`config.mk`:
```
export PLATFORM = sky130hd
export DESIGN_NAME = fsx_video_timing
export DESIGN_NICKNAME = d
export VERILOG_FILES = /design/src/rtl/fsx_video_timing.sv
export SDC_FILE = /design/constraint.sdc
export NUM_CORES = 1
export LEC_CHECK = 0
export ABC_AREA = 1
export CAP_MARGIN = 15
export CORE_UTILIZATION = 40
export DETAILED_ROUTE_END_ITERATION = 8
export GPL_ROUTABILITY_DRIVEN = 0
export PLACE_DENSITY_LB_ADDON = 0.25
export REMOVE_ABC_BUFFERS = 1
export SLEW_MARGIN = 20
export SYNTH_ARGS = -nofsm -noshare
export SYNTH_HDL_FRONTEND = slang
export SYNTH_SLANG_ARGS = --single-unit
```
`constraint.sdc`:
```
create_clock -name vga_clk -period 1.8 [get_ports vga_clk]
set_input_delay 0.54 -clock vga_clk [delete_from_list [all_inputs] [get_ports vga_clk]]
set_output_delay 0.54 -clock vga_clk [all_outputs]
set_load 0.01 [all_outputs]
```
`src/rtl/fsx_video_timing.sv`:
```
// Configurable raster timing engine: counters, delayed sync/enable, line doubling, IRQs.
// Optional line-compare interrupt is built only when FSX_LINE_IRQ_EN is defined.
module fsx_video_timing #(
    parameter int H_RES       = 320,
    parameter int H_FP        = 24,
    parameter int H_SYNC      = 32,
    parameter int H_BP        = 46,
    parameter int V_RES       = 240,
    parameter int V_FP        = 3,
    parameter int V_SYNC      = 5,
    parameter int V_BP        = 14,
    parameter int H_POL       = 0,
    parameter int V_POL       = 0,
    parameter int PIPE_DELAY  = 2,
    parameter int FRAME_PULSE = 8,
    parameter int H_W         = 10,
    parameter int V_W         = 9
) (
    input  logic           vga_clk,
    input  logic           reset,
    input  logic           v_double,
    input  logic [V_W-1:0] line_cmp,
    output logic [H_W-1:0] o_h,
    output logic [V_W-1:0] o_v,
    output logic           o_de,
    output logic           o_hs,
    output logic           o_vs,
    output logic           crt_sync,
    output logic           frame_irq,
    output logic           line_irq
);

    localparam int H_TOTAL = H_FP + H_SYNC + H_BP + H_RES;
    localparam int HA_STA  = H_FP + H_SYNC + H_BP;
    localparam int V_TOTAL = V_FP + V_SYNC + V_BP + V_RES;
    localparam int VA_STA  = V_FP + V_SYNC + V_BP;

    localparam logic [H_W-1:0] H_LAST     = H_W'(H_TOTAL - 1);
    localparam logic [H_W-1:0] H_SYNC_STA = H_W'(H_FP);
    localparam logic [H_W-1:0] H_SYNC_END = H_W'(H_FP + H_SYNC);
    localparam logic [H_W-1:0] H_ACT      = H_W'(HA_STA);
    localparam logic [H_W-1:0] H_PULSE    = H_W'(FRAME_PULSE);
    localparam logic [V_W-1:0] V_LAST     = V_W'(V_TOTAL - 1);
    localparam logic [V_W-1:0] V_SYNC_STA = V_W'(V_FP);
    localparam logic [V_W-1:0] V_SYNC_END = V_W'(V_FP + V_SYNC);
    localparam logic [V_W-1:0] V_ACT      = V_W'(VA_STA);

    localparam logic HS_ON = (H_POL != 0);
    localparam logic VS_ON = (V_POL != 0);

    // Delay-line lane order: {de, vs, hs}, stored at output polarity.
    localparam logic [2:0] SYNC_IDLE = {1'b0, ~VS_ON, ~HS_ON};

    logic [H_W-1:0] h_count_reg;
    logic [V_W-1:0] v_count_reg;
    logic           dbl_reg;

    logic           hs_act;
    logic           vs_act;
    logic           de_now;
    logic [H_W-1:0] h_off;
    logic [V_W-1:0] v_off;
    logic [2:0]     sync_next;

    logic [PIPE_DELAY:0][2:0] sync_pipe_reg;

    // Raster counters: horizontal wraps at H_TOTAL and carries into vertical.
    always_ff @(posedge vga_clk) begin
        if (reset) begin
            h_count_reg <= '0;
            v_count_reg <= '0;
        end else if (h_count_reg == H_LAST) begin
            h_count_reg <= '0;
            if (v_count_reg == V_LAST) begin
                v_count_reg <= '0;
            end else begin
                v_count_reg <= v_count_reg + 1'b1;
            end
        end else begin
            h_count_reg <= h_count_reg + 1'b1;
        end
    end

    // Doubling request is latched only at the very first pixel of a frame.
    always_ff @(posedge vga_clk) begin
        if (reset) begin
            dbl_reg <= 1'b0;
        end else if ((h_count_reg == '0) && (v_count_reg == '0)) begin
            dbl_reg <= v_double;
        end
    end

    always_comb begin
        hs_act    = (h_count_reg >= H_SYNC_STA) && (h_count_reg < H_SYNC_END);
        vs_act    = (v_count_reg >= V_SYNC_STA) && (v_count_reg < V_SYNC_END);
        de_now    = (h_count_reg >= H_ACT) && (v_count_reg >= V_ACT);
        h_off     = h_count_reg - H_ACT;
        v_off     = v_count_reg - V_ACT;
        sync_next = {de_now,
                     vs_act ? VS_ON : ~VS_ON,
                     hs_act ? HS_ON : ~HS_ON};
    end

    always_ff @(posedge vga_clk) begin
        if (reset) begin
            o_h       <= '0;
            o_v       <= '0;
            frame_irq <= 1'b0;
        end else begin
            o_h       <= de_now ? h_off : '0;
            o_v       <= de_now ? (dbl_reg ? (v_off >> 1) : v_off) : '0;
            frame_irq <= (v_count_reg == '0) && (h_count_reg < H_PULSE);
        end
    end

    // Stage 0 aligns with o_h/o_v; the remaining stages model renderer latency.
    always_ff @(posedge vga_clk) begin
        if (reset) begin
            for (int i = 0; i <= PIPE_DELAY; i++) begin
                sync_pipe_reg[i] <= SYNC_IDLE;
            end
        end else begin
            sync_pipe_reg[0] <= sync_next;
            for (int i = PIPE_DELAY; i > 0; i--) begin
                sync_pipe_reg[i] <= sync_pipe_reg[i-1];
            end
        end
    end

    assign o_de     = sync_pipe_reg[PIPE_DELAY][2];
    assign o_vs     = sync_pipe_reg[PIPE_DELAY][1];
    assign o_hs     = sync_pipe_reg[PIPE_DELAY][0];
    assign crt_sync = ~(o_hs ^ o_vs);

`ifdef FSX_LINE_IRQ_EN
    localparam logic [V_W:0]   V_ACT_X = (V_W+1)'(VA_STA);
    localparam logic [V_W-1:0] V_RES_C = V_W'(V_RES);

    logic [V_W:0] cmp_line;
    logic         line_hit;

    // Compare in one extra bit so VA_STA + line_cmp cannot alias a real line.
    always_comb begin
        cmp_line = V_ACT_X + {1'b0, line_cmp};
        line_hit = (line_cmp < V_RES_C) && (h_count_reg == '0)
                   && ({1'b0, v_count_reg} == cmp_line);
    end

    always_ff @(posedge vga_clk) begin
        if (reset) begin
            line_irq <= 1'b0;
        end else begin
            line_irq <= line_hit;
        end
    end
`else
    logic unused_line_cmp;

    assign unused_line_cmp = ^line_cmp;
    assign line_irq        = 1'b0;
`endif

endmodule

```
* Word-level counts from Yosys, hierarchy flattened
Index checks and enable logic that the tools add are counted.
Word-level totals: flip-flop bits (word level) 49, input bits 12, output and inout bits 25, word-level logic and storage cells 40
Operators by class: $add $sub $neg 4, $lt $le $gt $ge 7, equal/unequal tests 2, mux-type cells 4, bitwise gates (word level) 3, reduce and logical (&&, ||, !) cells 10
Operators with widths (number):
- $add A10 B1 Y10 const B | 1
- $eq A10 B9 Y1 const B | 1
- $ge A10 B5 Y1 const B | 1
- $ge A10 B7 Y1 const B | 1
- $logic_not A10 Y1 | 1
- $lt A10 B4 Y1 const B | 1
- $lt A10 B6 Y1 const B | 1
- $sub A10 B7 Y10 const B | 1
- $add A9 B1 Y9 const B | 1
- $eq A9 B9 Y1 const B | 1
- $ge A9 B2 Y1 const B | 1
- $ge A9 B5 Y1 const B | 1
- $logic_not A9 Y1 | 1
- $lt A9 B4 Y1 const B | 1
- $mux W9 | 1
- $sub A9 B5 Y9 const B | 1
- $mux W8 | 1
- $logic_and A1 B1 Y1 | 5
- $reduce_or A2 Y1 | 2
- $reduce_or A3 Y1 | 1
- $mux W1 | 2
- $not A1 Y1 | 2
- $xor A1 B1 Y1 | 1

* Depth between registers and ports, before layout
depth after elaboration 4, mapped depth 9

* Least setup slack after synthesis
Ideal clock, no wire load.
kind register to register, start reg v_count_reg[1], end reg o_h[9], library setup time 114 ps, arrival 1204 ps, required time 1686 ps, path slack 482 ps, stages on the path, launching flop included 9, clock period less this slack 1318 ps, cells stage by stage dfxtp_1 > ha_1 > nor2_1 > nor2_1 > nor2_1 > nor2_4 > nand2_4 > buf_6 > nor2_1
On the way: word-level cells in the longest chain between the ends 4
RTL lines:
- from (decl) | line 55 | logic [V_W-1:0] v_count_reg;
- from (signal assigned) | line 77 | v_count_reg <= v_count_reg + 1'b1;
- $ge A9 B5 Y1 | line 96 | de_now = (h_count_reg >= H_ACT) && (v_count_reg >= V_ACT);
- $logic_and A1 B1 Y1 | line 96
- $not A1 Y1 (no line)
- $reduce_or A2 Y1 (no line)
- to (signal assigned) | line 110 | o_h <= de_now ? h_off : '0;
- to (decl) | line 23 | output logic [H_W-1:0] o_h,
No other way between the ends. A chain may end at the register's enable or synchronous reset.

* Worst setup path in the final report
start reg sync_pipe_reg, in the netlist o_hs, end out o_hs
RTL lines:
- from (decl) | line 65 | logic [PIPE_DELAY:0][2:0] sync_pipe_reg;
- from (signal, indexed assignment) | line 125 | sync_pipe_reg[i] <= sync_pipe_reg[i-1];
- to (decl) | line 26 | output logic o_hs,
No word-level cell between the ends.

==> impl_metrics.csv <==
group,metric,value,unit
worst_setup_path,worstSetupStartpointType,"flop",
worst_hold_path,worstHoldStart,"sync_pipe_reg[5]",
sta,finalClockSkew,0.00975,ns
worst_setup_path,r2r_end,"o_v[7]",
drt,vias,2011,
worst_setup_path,slowest_delay,0.54,ns
clock_network,cts-htree-levels,2,
yosys,yosys_register_bits,49,
die,core-area,0.00554,sq mm
clock_network,tritoncts,"done",
yosys,syn_area_per_cell,7.24,sq um
final_layout,diodes,0,
sta,rsz0062_at_grt,"false",
final_layout,final_nets,373,
sta,hold_violations,0,
global_routing,antenna_found_initial,0,
drt,vias_per_cell,4.73,
power_and_ir_drop,swShare,23.0,%
worst_hold_path,min_path_cells,2,
worst_hold_path,whs_endpoint,"o_de",
worst_setup_path,setup.reg_to_reg.worst_slack,0.31,ns
clock_network,path_clk_slew,0.08,ns
yosys,syn-instance-count,321,
worst_setup_path,critical_path_peak_fanout,2,
yosys,synth.largest_area_cell,"dfxtp_1",
worst_setup_path,r2r_cells,9,
yosys,synth_compound_area_share,7.70,%
final_layout,multiInputGateArea,0.00113,sq mm
yosys,yosysTopAreaCellShare,42.2,%
final_layout,regArea,981,sq um
worst_setup_path,required,1.26,ns
drt,dr.first_iter.drc_count,98,
drt,dr.pass1.iters,5,
worst_setup_path,path_class,"flop to output port",
clock_network,clock-sinks,49,
clock_network,cts_buffers,5,
drt,drc,0,
final_layout,fin_cells,425,
clock_network,post_cts_resized,1,
sta,fin_crit_sh,95.2,%
sta,slew_violations,0,
die,die_width,78.2,um
clock_network,clk-insertion-delay-late,0.30,ns
die,die_h,78.2,um
yosys,synth-xor-area-share,2.64,%
clock_network,cts_setup_buffers,0,
flow_run,maxCapViolations,0,
outcome,status,"finished, final reports clean",
sta,finalCriticalPeriod,1.71,ns
yosys,ys.warnings.count,0,
yosys,synth.area.top_cells,"dfxtp_1 (42%), nand2_1 (13%), nor2_1 (7.3%)",
placed_design,placedCellCount,417,
yosys,synthMuxAreaShare,0,%
worst_setup_path,path_cells,"clkdlybuf4s50_1",
worst_hold_path,hold_path.class,"flop to flop",
yosys,synth_cell_types,33,
yosys,yosys.area_share.simple,33.3,%
worst_setup_path,end_kind,"output port",
sta,tns,0,ns
drt,ant_nets,0,
power_and_ir_drop,power.total,0.00182,W
global_routing,grt_max_degree,20,
yosys,synth-adder-area-share,4.85,%
global_routing,grt_pass1_wl,8100,um
global_routing,grt_pass1_vias,1877,
power_and_ir_drop,combPwrFrac,5.4,%
yosys,synth_top_family_by_area,"simple AND/OR/NAND/NOR gates",
power_and_ir_drop,power.internal,0.00140,W
die,start_util,41.9,%
die,io_pins,37,
yosys,ys_seq_area_share,42.2,%
power_and_ir_drop,powerDensity,661,mW/mm^2
global_routing,grt_use_total,16.9,%
worst_setup_path,path_delay_family,"buffers and inverters",
placed_design,dp_hpwl,3580,um
worst_setup_path,reg2reg_from,"v_count_reg[1]",
die,dieArea,0.00612,sq mm
final_layout,area_growth,18.6,%
power_and_ir_drop,p_clk_share,33.9,%
clock_network,hold_buffers,0,
global_routing,overflow,0,
power_and_ir_drop,p_sw,0.000419,W
worst_setup_path,critPathBufInv,1,
placed_design,port_buffers,26,
clock_network,clockBufferDepth,2,
sta,timing.fmax,584,MHz
drt,routed_wl,4590,um
clock_network,clk_root_buffer_cell,"clkbuf_8",
die,rows,27,
final_layout,fillCellCount,579,
sta,setup_viol,0,
worst_setup_path,crit_arrival,1.17,ns
final_layout,drive_gt1_share,9.92,%
yosys,synth_area,0.00232,sq mm
power_and_ir_drop,peakVddDrop,301,uV
power_and_ir_drop,p_leak,1.30,nW
power_and_ir_drop,seqPwrFrac,60.7,%
drt,wire_per_inst,10.8,um
worst_setup_path,slowest_stage,"clkdlybuf4s50_1",
worst reg2reg max path, cell delays in order (launching register included):
cell     delay, ns
dfxtp_1       0.36
ha_1          0.27
nor2_1        0.10
nor2_1        0.06
nor2_1        0.21
nor2_4        0.05
nand2_4       0.20
inv_2         0.06
nand2_1       0.06
nor2_1        0.04
cell usage after synthesis, drive strengths merged:
cell	n
clkinv	1
o22ai	1
nand2	85
nor4	1
xor2	5
a21oi	22
a31oi	1
nor3b	1
buf	6
nand3	23
conb	1
or2	4
nor3	4
nand4	5
dfxtp	49
inv	40
xnor2	2
nor2	48
o21ai	9
clkbuf	2
ha	9
nand3b	2
area by class of cell:
class                           instances  share of cell area [%]
Clock buffer                            6                    2.63
Tap cell                               72                    3.27
Inverter                               41                    5.63
Multi-Input combinational cell        223                    41.0
Clock inverter                          2                   0.363
Sequential cell                        49                    35.6
Timing Repair Buffer                   32                    11.5
per-layer routing:
| metal | part of all wire, % | wire length [um] | global-route usage, % | up-vias |
|---|---|---|---|---|
| met5 | 0 | 0 | 0 | - |
| met1 | 44 | 2010 | 19.3 | 905 |
| met2 | 50 | 2320 | 29.5 | 31 |
| met4 | 2.1 | 97 | 7.59 | 0 |
| met3 | 3.7 | 169 | 4.19 | 10 |
| li1 | - | - | - | 1065 |
worst max-delay path by stage:
stage                                 to  slack [ns]            from  cells after the start
after global placement    v_count_reg[5]        0.06           reset                      6
after detailed placement  v_count_reg[2]        0.04           reset                      6
after global routing                o_hs        0.03            o_hs                      1
final                               o_hs        0.09            o_hs                      1
after floorplan           v_count_reg[5]        0.44  h_count_reg[1]                      9
after CTS                           o_hs        0.07            o_hs                      1
metrics by stage:
| stage | area, sq um | setup slack [ns] | hold WS (ns) | utilization, % |
|---|---|---|---|---|
| 2_1_floorplan | 2270 | 0.445 | 0.388 | - |
| 3_3_place_gp | 2670 | 0.0561 | 0.391 | 48.3 |
| 3_5_place_dp | 2670 | 0.0435 | 0.396 | 48.3 |
| 4_1_cts | 2760 | 0.0706 | 0.416 | 49.7 |
| 5_1_grt | 2760 | 0.0329 | 0.432 | 49.7 |
| 6_report | 2760 | 0.0867 | 0.413 | 49.7 |
cell families after synthesis:
kind of cell | Yosys count
AND/OR/NAND/NOR | 173
buffers and inverters | 49
AO/OA/AOI/OAI | 33
other | 1
adder cells (fa/ha/maj) | 9
flip-flops | 49
XOR/XNOR | 7
layout by cell type (no fill, tap or decap), drive strengths merged, types with 2 or more instances in the layout:
cell / n
inv: 40
clkdlybuf4s50: 25
buf: 6
ha: 9
nand4: 5
clkinv: 3
nand3b: 2
or2: 4
nand2: 85
nor3: 4
nand3: 23
o21ai: 9
xnor2: 2
nor2: 48
clkbuf: 6
dfxtp: 49
a21oi: 22
xor2: 5
power by group through the flow:
stage	registers, W	logic (W)	clock network [W]
2_1_floorplan	0.00113	0.0000622	0
3_3_place_gp	0.00113	0.0000991	0
3_5_place_dp	0.00113	0.0000999	0
4_1_cts	0.00111	0.000100	0.000646
5_1_grt	0.00111	0.000114	0.000701
6_report	0.00111	0.0000983	0.000617
(Power assumes the default switching activity.)
